**src/rtl/data_mem_access_unit_pkg.sv**
```systemverilog
// Shared definitions for the MEM-stage load/store unit.
//   - RV32 load/store funct3 codes
//   - FSM state encoding
//   - width-class codes (funct3[1:0]) and the zero-extend bit position
//   - store lane helpers and the misalignment predicate
package data_mem_access_unit_pkg;

  typedef enum logic [2:0] {
    F3_LB  = 3'b000,
    F3_LH  = 3'b001,
    F3_LW  = 3'b010,
    F3_LBU = 3'b100,
    F3_LHU = 3'b101
  } load_funct3_e;

  typedef enum logic [2:0] {
    F3_SB = 3'b000,
    F3_SH = 3'b001,
    F3_SW = 3'b010
  } store_funct3_e;

  typedef enum logic [1:0] {
    ST_IDLE   = 2'd0,
    ST_ACCESS = 2'd1,
    ST_DONE   = 2'd2
  } state_e;

  // funct3[1:0] width class; every other code is treated as a word access
  localparam logic [1:0] W_BYTE = 2'b00;
  localparam logic [1:0] W_HALF = 2'b01;

  // funct3 bit that selects zero-extension on loads
  localparam int F3_UNSIGNED_BIT = 2;

  function automatic logic [3:0] store_be(input logic [1:0] width, input logic [1:0] off);
    logic [3:0] be;
    case (width)
      W_BYTE:  be = 4'b0001 << off;
      W_HALF:  be = 4'b0011 << {off[1], 1'b0};
      default: be = 4'hF;
    endcase
    return be;
  endfunction

  function automatic logic [31:0] store_wdata(input logic [1:0] width, input logic [31:0] wd);
    logic [31:0] data;
    case (width)
      W_BYTE:  data = {4{wd[7:0]}};
      W_HALF:  data = {2{wd[15:0]}};
      default: data = wd;
    endcase
    return data;
  endfunction

  function automatic logic is_misaligned(input logic [1:0] width, input logic [1:0] off);
    logic mis;
    case (width)
      W_BYTE:  mis = 1'b0;
      W_HALF:  mis = off[0];
      default: mis = (off != 2'b00);
    endcase
    return mis;
  endfunction

endpackage

```
**src/rtl/data_mem_access_unit_load_data_aligner.sv**
```systemverilog
// Load data aligner (combinational).
// Picks the addressed byte/half lane out of the memory read word and sign- or
// zero-extends it to 32 bits. Word-class codes pass the read word through.
// Ports:
//   i_rdata   32  read word from data memory
//   i_offset   2  latched byte offset (address bits [1:0])
//   i_funct3   3  latched load funct3
//   o_data    32  extended load result
module data_mem_access_unit_load_data_aligner
  import data_mem_access_unit_pkg::*;
(
  input  logic [31:0] i_rdata,
  input  logic [1:0]  i_offset,
  input  logic [2:0]  i_funct3,
  output logic [31:0] o_data
);

  logic [7:0]  w_byte;
  logic [15:0] w_half;
  logic        w_unsigned;

  assign w_unsigned = i_funct3[F3_UNSIGNED_BIT];
  // half lane only looks at offset[1]; offset[0] is ignored for halves
  assign w_half     = i_offset[1] ? i_rdata[31:16] : i_rdata[15:0];

  always_comb begin
    w_byte = i_rdata[7:0];
    case (i_offset)
      2'd1:    w_byte = i_rdata[15:8];
      2'd2:    w_byte = i_rdata[23:16];
      2'd3:    w_byte = i_rdata[31:24];
      default: w_byte = i_rdata[7:0];
    endcase
  end

  always_comb begin
    o_data = i_rdata;
    case (i_funct3[1:0])
      W_BYTE:  o_data = w_unsigned ? {24'h0, w_byte} : {{24{w_byte[7]}}, w_byte};
      W_HALF:  o_data = w_unsigned ? {16'h0, w_half} : {{16{w_half[15]}}, w_half};
      default: o_data = i_rdata;
    endcase
  end

endmodule

```
**src/rtl/data_mem_access_unit.sv**
```systemverilog
// MEM-stage load/store unit.
// Converts ALU address, store data and funct3 into a word-aligned, byte-enabled
// data-memory transaction over a req/ack handshake, and returns extended load data
// registered on READ_DATA. BUSY_WAIT stalls the pipeline while an access is pending.
// Optional build macro: DATA_MEM_MISALIGN_TRAP_EN -- misaligned half/word accesses
// skip memory, go straight to DONE and pulse MISALIGNED. Undefined: MISALIGNED is 0.
// Ports:
//   CLK, RESET            clock, synchronous active-high reset
//   MEM_READ, MEM_WRITE   load / store request (store wins)
//   FUNCT3, ADDRESS       width code and byte address
//   WRITE_DATA            store data
//   READ_DATA             extended load result (held until next load ack)
//   BUSY_WAIT             pipeline stall
//   BUS_ERROR, MISALIGNED one-cycle status pulses (visible in DONE)
//   DMEM_*                data memory request/response
// FSM:
//   state  | meaning
//   IDLE   | waiting for an op; latches the transaction
//   ACCESS | request outstanding, waiting for ack or watchdog
//   DONE   | single cycle where the pipeline advances
module data_mem_access_unit
  import data_mem_access_unit_pkg::*;
#(
  parameter int ACK_TIMEOUT = 16
) (
  input  logic        CLK,
  input  logic        RESET,
  input  logic        MEM_READ,
  input  logic        MEM_WRITE,
  input  logic [2:0]  FUNCT3,
  input  logic [31:0] ADDRESS,
  input  logic [31:0] WRITE_DATA,
  output logic [31:0] READ_DATA,
  output logic        BUSY_WAIT,
  output logic        BUS_ERROR,
  output logic        MISALIGNED,
  output logic        DMEM_REQ,
  output logic        DMEM_WE,
  output logic [31:0] DMEM_ADDR,
  output logic [3:0]  DMEM_BE,
  output logic [31:0] DMEM_WDATA,
  input  logic [31:0] DMEM_RDATA,
  input  logic        DMEM_ACK
);

  localparam bit WD_EN = (ACK_TIMEOUT != 0);
  localparam int CNT_W = (ACK_TIMEOUT > 2) ? $clog2(ACK_TIMEOUT) : 1;
  localparam int TC    = WD_EN ? ACK_TIMEOUT - 1 : 0;

  state_e      r_state, w_next_state;
  logic        r_req, r_we, r_bus_error, r_misaligned;
  logic [3:0]  r_be;
  logic [31:0] r_addr, r_wdata, r_read_data;
  logic [2:0]  r_funct3;
  logic [1:0]  r_offset;
  logic [CNT_W-1:0] r_cnt;

  logic        w_op, w_misaligned, w_timeout_hit;
  logic        w_start, w_trap, w_ack_done, w_timeout;
  logic [31:0] w_load_data;

  assign w_op = MEM_READ | MEM_WRITE;

`ifdef DATA_MEM_MISALIGN_TRAP_EN
  assign w_misaligned = is_misaligned(FUNCT3[1:0], ADDRESS[1:0]);
`else
  assign w_misaligned = 1'b0;
`endif

  assign w_timeout_hit = WD_EN && (r_cnt == CNT_W'(TC));

  always_ff @(posedge CLK) begin
    if (RESET) r_state <= ST_IDLE;
    else       r_state <= w_next_state;
  end

  always_comb begin
    w_next_state = r_state;
    w_start      = 1'b0;
    w_trap       = 1'b0;
    w_ack_done   = 1'b0;
    w_timeout    = 1'b0;
    case (r_state)
      ST_IDLE: begin
        if (w_op) begin
          if (w_misaligned) begin
            w_trap       = 1'b1;
            w_next_state = ST_DONE;
          end else begin
            w_start      = 1'b1;
            w_next_state = ST_ACCESS;
          end
        end
      end
      ST_ACCESS: begin
        // ack has priority over a watchdog expiring in the same cycle
        if (DMEM_ACK) begin
          w_ack_done   = 1'b1;
          w_next_state = ST_DONE;
        end else if (w_timeout_hit) begin
          w_timeout    = 1'b1;
          w_next_state = ST_DONE;
        end
      end
      ST_DONE: w_next_state = ST_IDLE;
      default: w_next_state = ST_IDLE;
    endcase
  end

  data_mem_access_unit_load_data_aligner u_aligner (
    .i_rdata  (DMEM_RDATA),
    .i_offset (r_offset),
    .i_funct3 (r_funct3),
    .o_data   (w_load_data)
  );

  always_ff @(posedge CLK) begin
    if (RESET) begin
      r_req        <= 1'b0;
      r_we         <= 1'b0;
      r_be         <= 4'h0;
      r_addr       <= 32'h0;
      r_wdata      <= 32'h0;
      r_funct3     <= 3'h0;
      r_offset     <= 2'h0;
      r_cnt        <= '0;
      r_read_data  <= 32'h0;
      r_bus_error  <= 1'b0;
      r_misaligned <= 1'b0;
    end else begin
      // status flags are single-cycle pulses
      r_bus_error  <= 1'b0;
      r_misaligned <= 1'b0;
      if (w_start) begin
        r_req    <= 1'b1;
        r_we     <= MEM_WRITE;
        r_addr   <= {ADDRESS[31:2], 2'b00};
        r_be     <= MEM_WRITE ? store_be(FUNCT3[1:0], ADDRESS[1:0]) : 4'hF;
        r_wdata  <= store_wdata(FUNCT3[1:0], WRITE_DATA);
        r_funct3 <= FUNCT3;
        r_offset <= ADDRESS[1:0];
      end
      if (w_trap) r_misaligned <= 1'b1;
      if (r_state == ST_ACCESS) begin
        if (w_ack_done) begin
          r_req <= 1'b0;
          r_cnt <= '0;
          if (!r_we) r_read_data <= w_load_data;
        end else if (w_timeout) begin
          r_req       <= 1'b0;
          r_cnt       <= '0;
          r_bus_error <= 1'b1;
        end else if (WD_EN) begin
          r_cnt <= r_cnt + 1'b1;
        end
      end
    end
  end

  assign BUSY_WAIT  = w_op && (r_state != ST_DONE);
  assign READ_DATA  = r_read_data;
  assign BUS_ERROR  = r_bus_error;
  assign MISALIGNED = r_misaligned;
  assign DMEM_REQ   = r_req;
  assign DMEM_WE    = r_we;
  assign DMEM_ADDR  = r_addr;
  assign DMEM_BE    = r_be;
  assign DMEM_WDATA = r_wdata;

endmodule
```
**config.mk**
```make
export PLATFORM = sky130hd
export DESIGN_NAME = data_mem_access_unit
export DESIGN_NICKNAME = d
export VERILOG_FILES = /design/src/rtl/data_mem_access_unit_pkg.sv /design/src/rtl/data_mem_access_unit_load_data_aligner.sv /design/src/rtl/data_mem_access_unit.sv
export SDC_FILE = /design/constraint.sdc
export NUM_CORES = 1
export LEC_CHECK = 0
export ABC_CLOCK_PERIOD_IN_PS = 1900
export CORE_UTILIZATION = 33
export CTS_CLUSTER_SIZE = 20
export DETAILED_ROUTE_END_ITERATION = 7
export PLACE_DENSITY = 0.65
export SETUP_SLACK_MARGIN = 0.3
export SLEW_MARGIN = 20
export SYNTH_ARGS = -nofsm -noshare
export SYNTH_HDL_FRONTEND = slang
export SYNTH_SLANG_ARGS = --single-unit
```
**constraint.sdc**
```tcl
create_clock -name CLK -period 1.9 [get_ports CLK]
set_input_delay 0.38 -clock CLK [delete_from_list [all_inputs] [get_ports CLK]]
set_output_delay 0.38 -clock CLK [all_outputs]
set_load 0.02 [all_outputs]
```
==> results of run 1 <==
## metrics by stage
step,power (W),setup TNS (ps)
final,0.006445,0
after CTS,0.006413,0
after detailed placement,0.004427,-11300
after floorplan,0.003526,0
after global routing,0.006756,0
after global placement,0.004399,-9633
## cell type report
type / instances / area, µm²
clock inverters: 7 / 95.09
well taps: 184 / 230.2
multi-input cells: 432 / 2544
flip-flops and latches: 112 / 2252
inverters: 3 / 11.26
clock buffers: 9 / 225.2
fillers: 1357 / 6585
repair buffers: 258 / 2536
## where the power goes
part	internal (W)	switching (W)	leakage (nW)	total, W
combinational	0.000815	0.000924	2.29	0.00174
sequential	0.00254	0.000110	0.924	0.00265
clock	0.00116	0.000895	0.156	0.00205
total	0.00452	0.00193	3.37	0.00645
## critical path, cell delays in order (launching register included)
cell and delay [ps]:
dfxtp_4 350, buf_6 110, or3_4 370, o32ai_4 180, buf_6 150, a21oi_2 50
buf_6 150, a211oi_2 200
## cell usage in the layout (no fill, tap or decap), drive strengths merged, types with 3 or more instances in the layout
cell,n
a211oi,36
nor2b,4
o21ai,25
buf,51
dlygate4sd2,105
inv,4
nand2b,5
a311oi,8
a22oi,7
nor2,62
clkdlybuf4s50,96
mux2i,26
a31oi,8
dfxtp,112
nand2,141
nor3b,9
clkbuf,13
nor3,7
conb,3
clkinv,3
a22o,7
a21oi,66
## final timing paths
| path | slack, ps | depth (start not counted) | to | start |
|---|---|---|---|---|
| worst max-delay path | 270 | 7 | READ_DATA[8] | r_offset[1] |
| worst min-delay path | 450 | 2 | DMEM_ADDR[16] | DMEM_ADDR[16] |
| worst max register to register | 270 | 7 | READ_DATA[8] | r_offset[1] |
| worst min register to register | 450 | 2 | DMEM_ADDR[16] | DMEM_ADDR[16] |
## flip-flops by register name, indices dropped and copies added (netlist names)
register,count
r_offset,2
DMEM_WE,1
r_state,2
DMEM_ADDR,30
READ_DATA,32
r_funct3,3
DMEM_BE,4
DMEM_WDATA,32
r_cnt,4
DMEM_REQ,1
BUS_ERROR,1
## cells by family after synthesis
kind of cell,count (synthesis),synth area share [%]
AO/OA/AOI/OAI,163,22.48
adder cells (fa/ha/maj),1,0.2572
buffers and inverters,53,4.732
flip-flops,112,46.09
multiplexers,26,5.350
other,1,0.07709
AND/OR/NAND/NOR,239,21.01
## routing by layer
metal  vias up  wire [µm]
li1       2498          -
met1      2371       6904
met2       193       7705
met3        16       1294
met4         0        254
met5         -          0
## timing repair
item / in CTS / in global routing
gates resized for setup: 135 / 21
endpoints found under the hold margin: 0 / 0
gates cloned: 1 / 4
setup buffers: 4 / 2
pin swaps: 4 / 9
endpoints found under the setup margin: 180 / 101
hold buffers: 0 / 0
==> metrics.md, run 1 <==
| Metric | Value |
|---|---|
| Outcome | complete, no violations |
| Global-route wire length before repair | 24.36 mm |
| Worst-Margin Slew | 641.7 ps |
| Final instance area | 0.007894 mm² |
| Number of synthesized flops with an enable pin | 0 |
| Avg Synthesized Cell Area | 8.176 µm² |
| Drt pass-1 iters | 5 |
| Worst hold slack | 448.9 ps |
| Final Routed Wirelength | 16.16 mm |
| Inst Count DP | 978 |
| Die Width | 123.4 µm |
| Met3 GRT Util | 5.166% |
| Tot GR Track Use | 20.65% |
| Drt initial violations | 300 |
| TritonCTS clock tree | done |
| Area contributors post-synth | dfxtp_1 (46%), nand2_1 (11%), a21oi_1 (6.7%) |
| Hold Path Class | flip-flop to flip-flop |
| CTS clk-pin slew, worst paths | 70 ps |
| Nets | 921 |
| GRT overflow | 0 |
| Via count | 5078 |
| Final Critical Period | 1625 ps |
| Height of the chip | 123.4 µm |
| Crit-path max FO | 8 |
| Yosys cell types | 41 |
| Top cells by count, synth | nand2_1 (141), dfxtp_1 (112), a21oi_1 (65) |
| Root Driver | clkbuf_16 |
| Initial antenna violation count | 0 |
| Top-count cell post-synth | nand2_1 |
| Final core utilization | 54.52% |
| Largest net degree at the start of global routing | 61 |
| Worst Clk Skew | 4.404 ps |
| Post-route ant nets | 0 |
| Leakage power | 3.368 nW |
| Top FF cell, synth | dfxtp_1 |
| DPL Wire Length | 11.31 mm |
| Global route hottest layer | met2 |
| Max-slew violations | 0 |
| I/O pins | 209 |
| Layout cell share with drive strength beyond 1 | 14.25% |
| Syn-to-layout area delta | 62.27% |
| # port buffers | 205 |
| Cell Area, Synth | 0.004865 mm² |
| Final Cycle Share | 85.54% |
| Post-synth ARST share | 0% |
| Final setup fails | 0 |
| Initial Utilization | 33.60% |
| Area share of the largest cell type after synthesis | 46.09% |
| Seq/Total Area, Yosys | 46.09% |
| Number of synthesized register bits | 112 |
| Clk buf depth | 2 |
| Vias in the first global route | 4813 |
| Cell Count, Final, Fillers Out | 1005 |
| CP Data Arrival Time | 1900 ps |
| Post-Place Worst Slack | -267.9 ps |
| TritonCTS Sinks | 112 |
| WP data required | 2180 ps |
| Leading area contributor after synthesis | dfxtp_1 |
| Placed Area | 0.007368 mm² |
| Final GP Congestion | 0.8584 |
| Routing usage on met2 | 34.01% |
| Post-Syn Instances | 595 |
| Crit path kind | flip-flop to flip-flop |
| WL/cell | 16.08 µm |
| Synth warn | 0 |
| Met1 Use GR | 26.11% |
| Std-Cell Rows | 44 |
| Final WS setup | 274.7 ps |
| Max Clk Rate | 615.3 MHz |
| H-tree levels | 3 |
| Max Cap Violations | 0 |
| RSZ-0062 raised after global routing | yes |
| Core area | 0.01448 mm² |
| PwrDens | 816.5 mW/mm² |
| Worst Setup Start Kind | flip-flop |
| Vias per inst | 5.053 |
| Crit path capture type | flip-flop |
| Number of CTS-inserted buffers | 9 |
| Max VDD drop | 0.0003585 V |
| Final Hold Vio Count | 0 |
| Max-slew headroom | 57.13% |
| Later-pin clock latency in the skew report | 350 ps |
| Die area | 0.01523 mm² |
| Ant. Diodes | 0 |
| # DRC | 0 |
Note: power is estimated with default switching activity, not from simulation.
==> run 2: changes to the inputs <==
ABC_CLOCK_PERIOD_IN_PS = not set   (was 1900)
PLACE_DENSITY = 0.62   (was 0.65)
==> metrics.md, run 2 (synthesis results as in run 1) <==
| Metric | Value |
|---|---|
| Outcome | complete, no violations (unchanged) |
| Syn-to-layout area delta | 58.02% (was 62.27%) |
| Inst Count DP | 977 (was 978) |
| Root Driver | clkbuf_16 (unchanged) |
| Tot GR Track Use | 20.63% (was 20.65%) |
| # port buffers | 205 (unchanged) |
| RSZ-0062 raised after global routing | no (was yes) |
| Drt initial violations | 341 (was 300) |
| Final Critical Period | 1571 ps (was 1625 ps) |
| TritonCTS clock tree | done (unchanged) |
| R2r startpoint | r_offset[0] (was r_offset[1]) |
| Final instance area | 0.007687 mm² (was 0.007894 mm²) |
| H-tree levels | 3 (unchanged) |
| Crit path kind | input port to flip-flop (was flip-flop to flip-flop) |
| Placed Area | 0.007323 mm² (was 0.007368 mm²) |
| WHS Endpoint | DMEM_WE (was DMEM_ADDR[16]) |
| Crit path capture type | flip-flop (unchanged) |
| Cell Count, Final, Fillers Out | 999 (was 1005) |
| TritonCTS Sinks | 112 (unchanged) |
| GRT overflow | 0 (unchanged) |
| Final GP Congestion | 0.8272 (was 0.8584) |
| Post-route ant nets | 0 (unchanged) |
| Max-slew headroom | 61.66% (was 57.13%) |
| Ant. Diodes | 0 (unchanged) |
| Initial Utilization | 33.60% (unchanged) |
| Setup slack, reg-to-reg | 370 ps (was 270 ps) |
| Hold Path Origin | MEM_WRITE (was DMEM_ADDR[16]) |
| Die Width | 123.4 µm (unchanged) |
| Worst hold slack | 446.1 ps (was 448.9 ps) |
| Final core utilization | 53.09% (was 54.52%) |
| Max VDD drop | 0.0004229 V (was 0.0003585 V) |
| R2r worst-path depth | 5 (was 7) |
| Max Cap Violations | 0 (unchanged) |
| I/O pins | 209 (unchanged) |
| Height of the chip | 123.4 µm (unchanged) |
| Vias per inst | 5.015 (was 5.053) |
| Via count | 5010 (was 5078) |
| CP Data Arrival Time | 1840 ps (was 1900 ps) |
| Largest net degree at the start of global routing | 81 (was 61) |
| Commonest non-fill, non-tap cell in the layout | nand2_1 (unchanged) |
| Overall Power | 0.006144 W (was 0.006445 W) |
| WP data required | 2170 ps (was 2180 ps) |
| DPL Wire Length | 11.42 mm (was 11.31 mm) |
| Die area | 0.01523 mm² (unchanged) |
| Worst-Margin Slew | 574.0 ps (was 641.7 ps) |
| Hold Path Class | input port to flip-flop (was flip-flop to flip-flop) |
| Layout cell share with drive strength beyond 1 | 12.15% (was 14.25%) |
| CTS clk-pin slew, worst paths | 70 ps (about the same) |
| Max Clk Rate | 636.5 MHz (was 615.3 MHz) |
| Crit-path max FO | 12 (was 8) |
| Clk buf depth | 2 (unchanged) |
| Leakage power | 3.273 nW (was 3.368 nW) |
| Vias in the first global route | 4758 (was 4813) |
| # DRC | 0 (unchanged) |
| Worst Setup Start Kind | input port (was flip-flop) |
| Final Cycle Share | 82.69% (was 85.54%) |
| Nets | 915 (was 921) |
| Drt pass-1 iters | 5 (unchanged) |
| Core area | 0.01448 mm² (unchanged) |
| Final Hold Vio Count | 0 (unchanged) |
| Number of CTS-inserted buffers | 9 (unchanged) |
| Hold Crit Depth | 4 (was 2) |
| Worst Clk Skew | 3.599 ps (was 4.404 ps) |
| Initial antenna violation count | 1 (was 0) |
| PwrDens | 799.2 mW/mm² (was 816.5 mW/mm²) |
| Final setup fails | 0 (unchanged) |
| Max-slew violations | 0 (unchanged) |
| WL/cell | 15.81 µm (was 16.08 µm) |
| FF-to-FF End | READ_DATA[24] (was READ_DATA[8]) |
| Std-Cell Rows | 44 (unchanged) |
| Later-pin clock latency in the skew report | 350 ps (about the same) |
| Commonest non-fill, non-tap cells in the layout | nand2_1 (141), dfxtp_1 (108), dlygate4sd2_1 (105) (unchanged) |
| Global-route wire length before repair | 24.18 mm (was 24.36 mm) |
| Final Routed Wirelength | 15.79 mm (was 16.16 mm) |
[run 2: area by class of cell]
type / instances / area (µm²)
timing repair buffer: 252 / 2427
fill: 1416 / 6792
clock buffer: 12 / 256.5
clock inverter: 4 / 28.78
sequential: 112 / 2252
multi-input combinational: 432 / 2481
inverter: 3 / 11.26
tap: 184 / 230.2
[run 2: routing by layer]
metal	track usage (%)	up-vias	wire length (µm)
li1	-	2488	-
met1	26.33	2323	7034
met2	32.26	171	7215
met3	5.489	28	1153
met4	9.714	0	387
met5	0	-	0
[run 2: worst max-delay path by stage]
stage                   startpoint            end  cells after the start
finish                    MEM_READ     DMEM_BE[0]                      9
global route           r_offset[0]  READ_DATA[29]                      5
CTS                      MEM_WRITE      BUSY_WAIT                      4
detailed placement  DMEM_RDATA[15]   READ_DATA[7]                      6
global placement         MEM_WRITE      BUSY_WAIT                      4
floorplan              r_offset[0]  READ_DATA[26]                      5
[run 2: power breakdown]
group          internal [W]  switching [W]  total [W]
registers           0.00254       0.000108    0.00265
logic              0.000757       0.000896    0.00165
clock network      0.000963       0.000876    0.00184
total               0.00426        0.00188    0.00614
[run 2: metrics by stage]
step	setup WS, ps	setup TNS, ps
2_1_floorplan	356.6	0
3_3_place_gp	-152.8	-6763
3_5_place_dp	-248.0	-9539
4_1_cts	112.6	0
5_1_grt	304.6	0
6_report	328.8	0
[run 2: critical path, stage by stage]
cell and delay (ps):
clkdlybuf4s50_1 470, nor2_2 50, buf_4 140, nor3_4 160, buf_6 170, buf_6 130
clkbuf_16 160, nor2_1 40, nor3_1 140
[run 2: timing repair]
item | CTS | global route
cloned | 0 | 3
pin swaps | 2 | 6
gates resized for setup | 124 | 21
hold buffers | 0 | 0
endpoints found under the setup margin | 173 | 70
setup buffers | 0 | 3
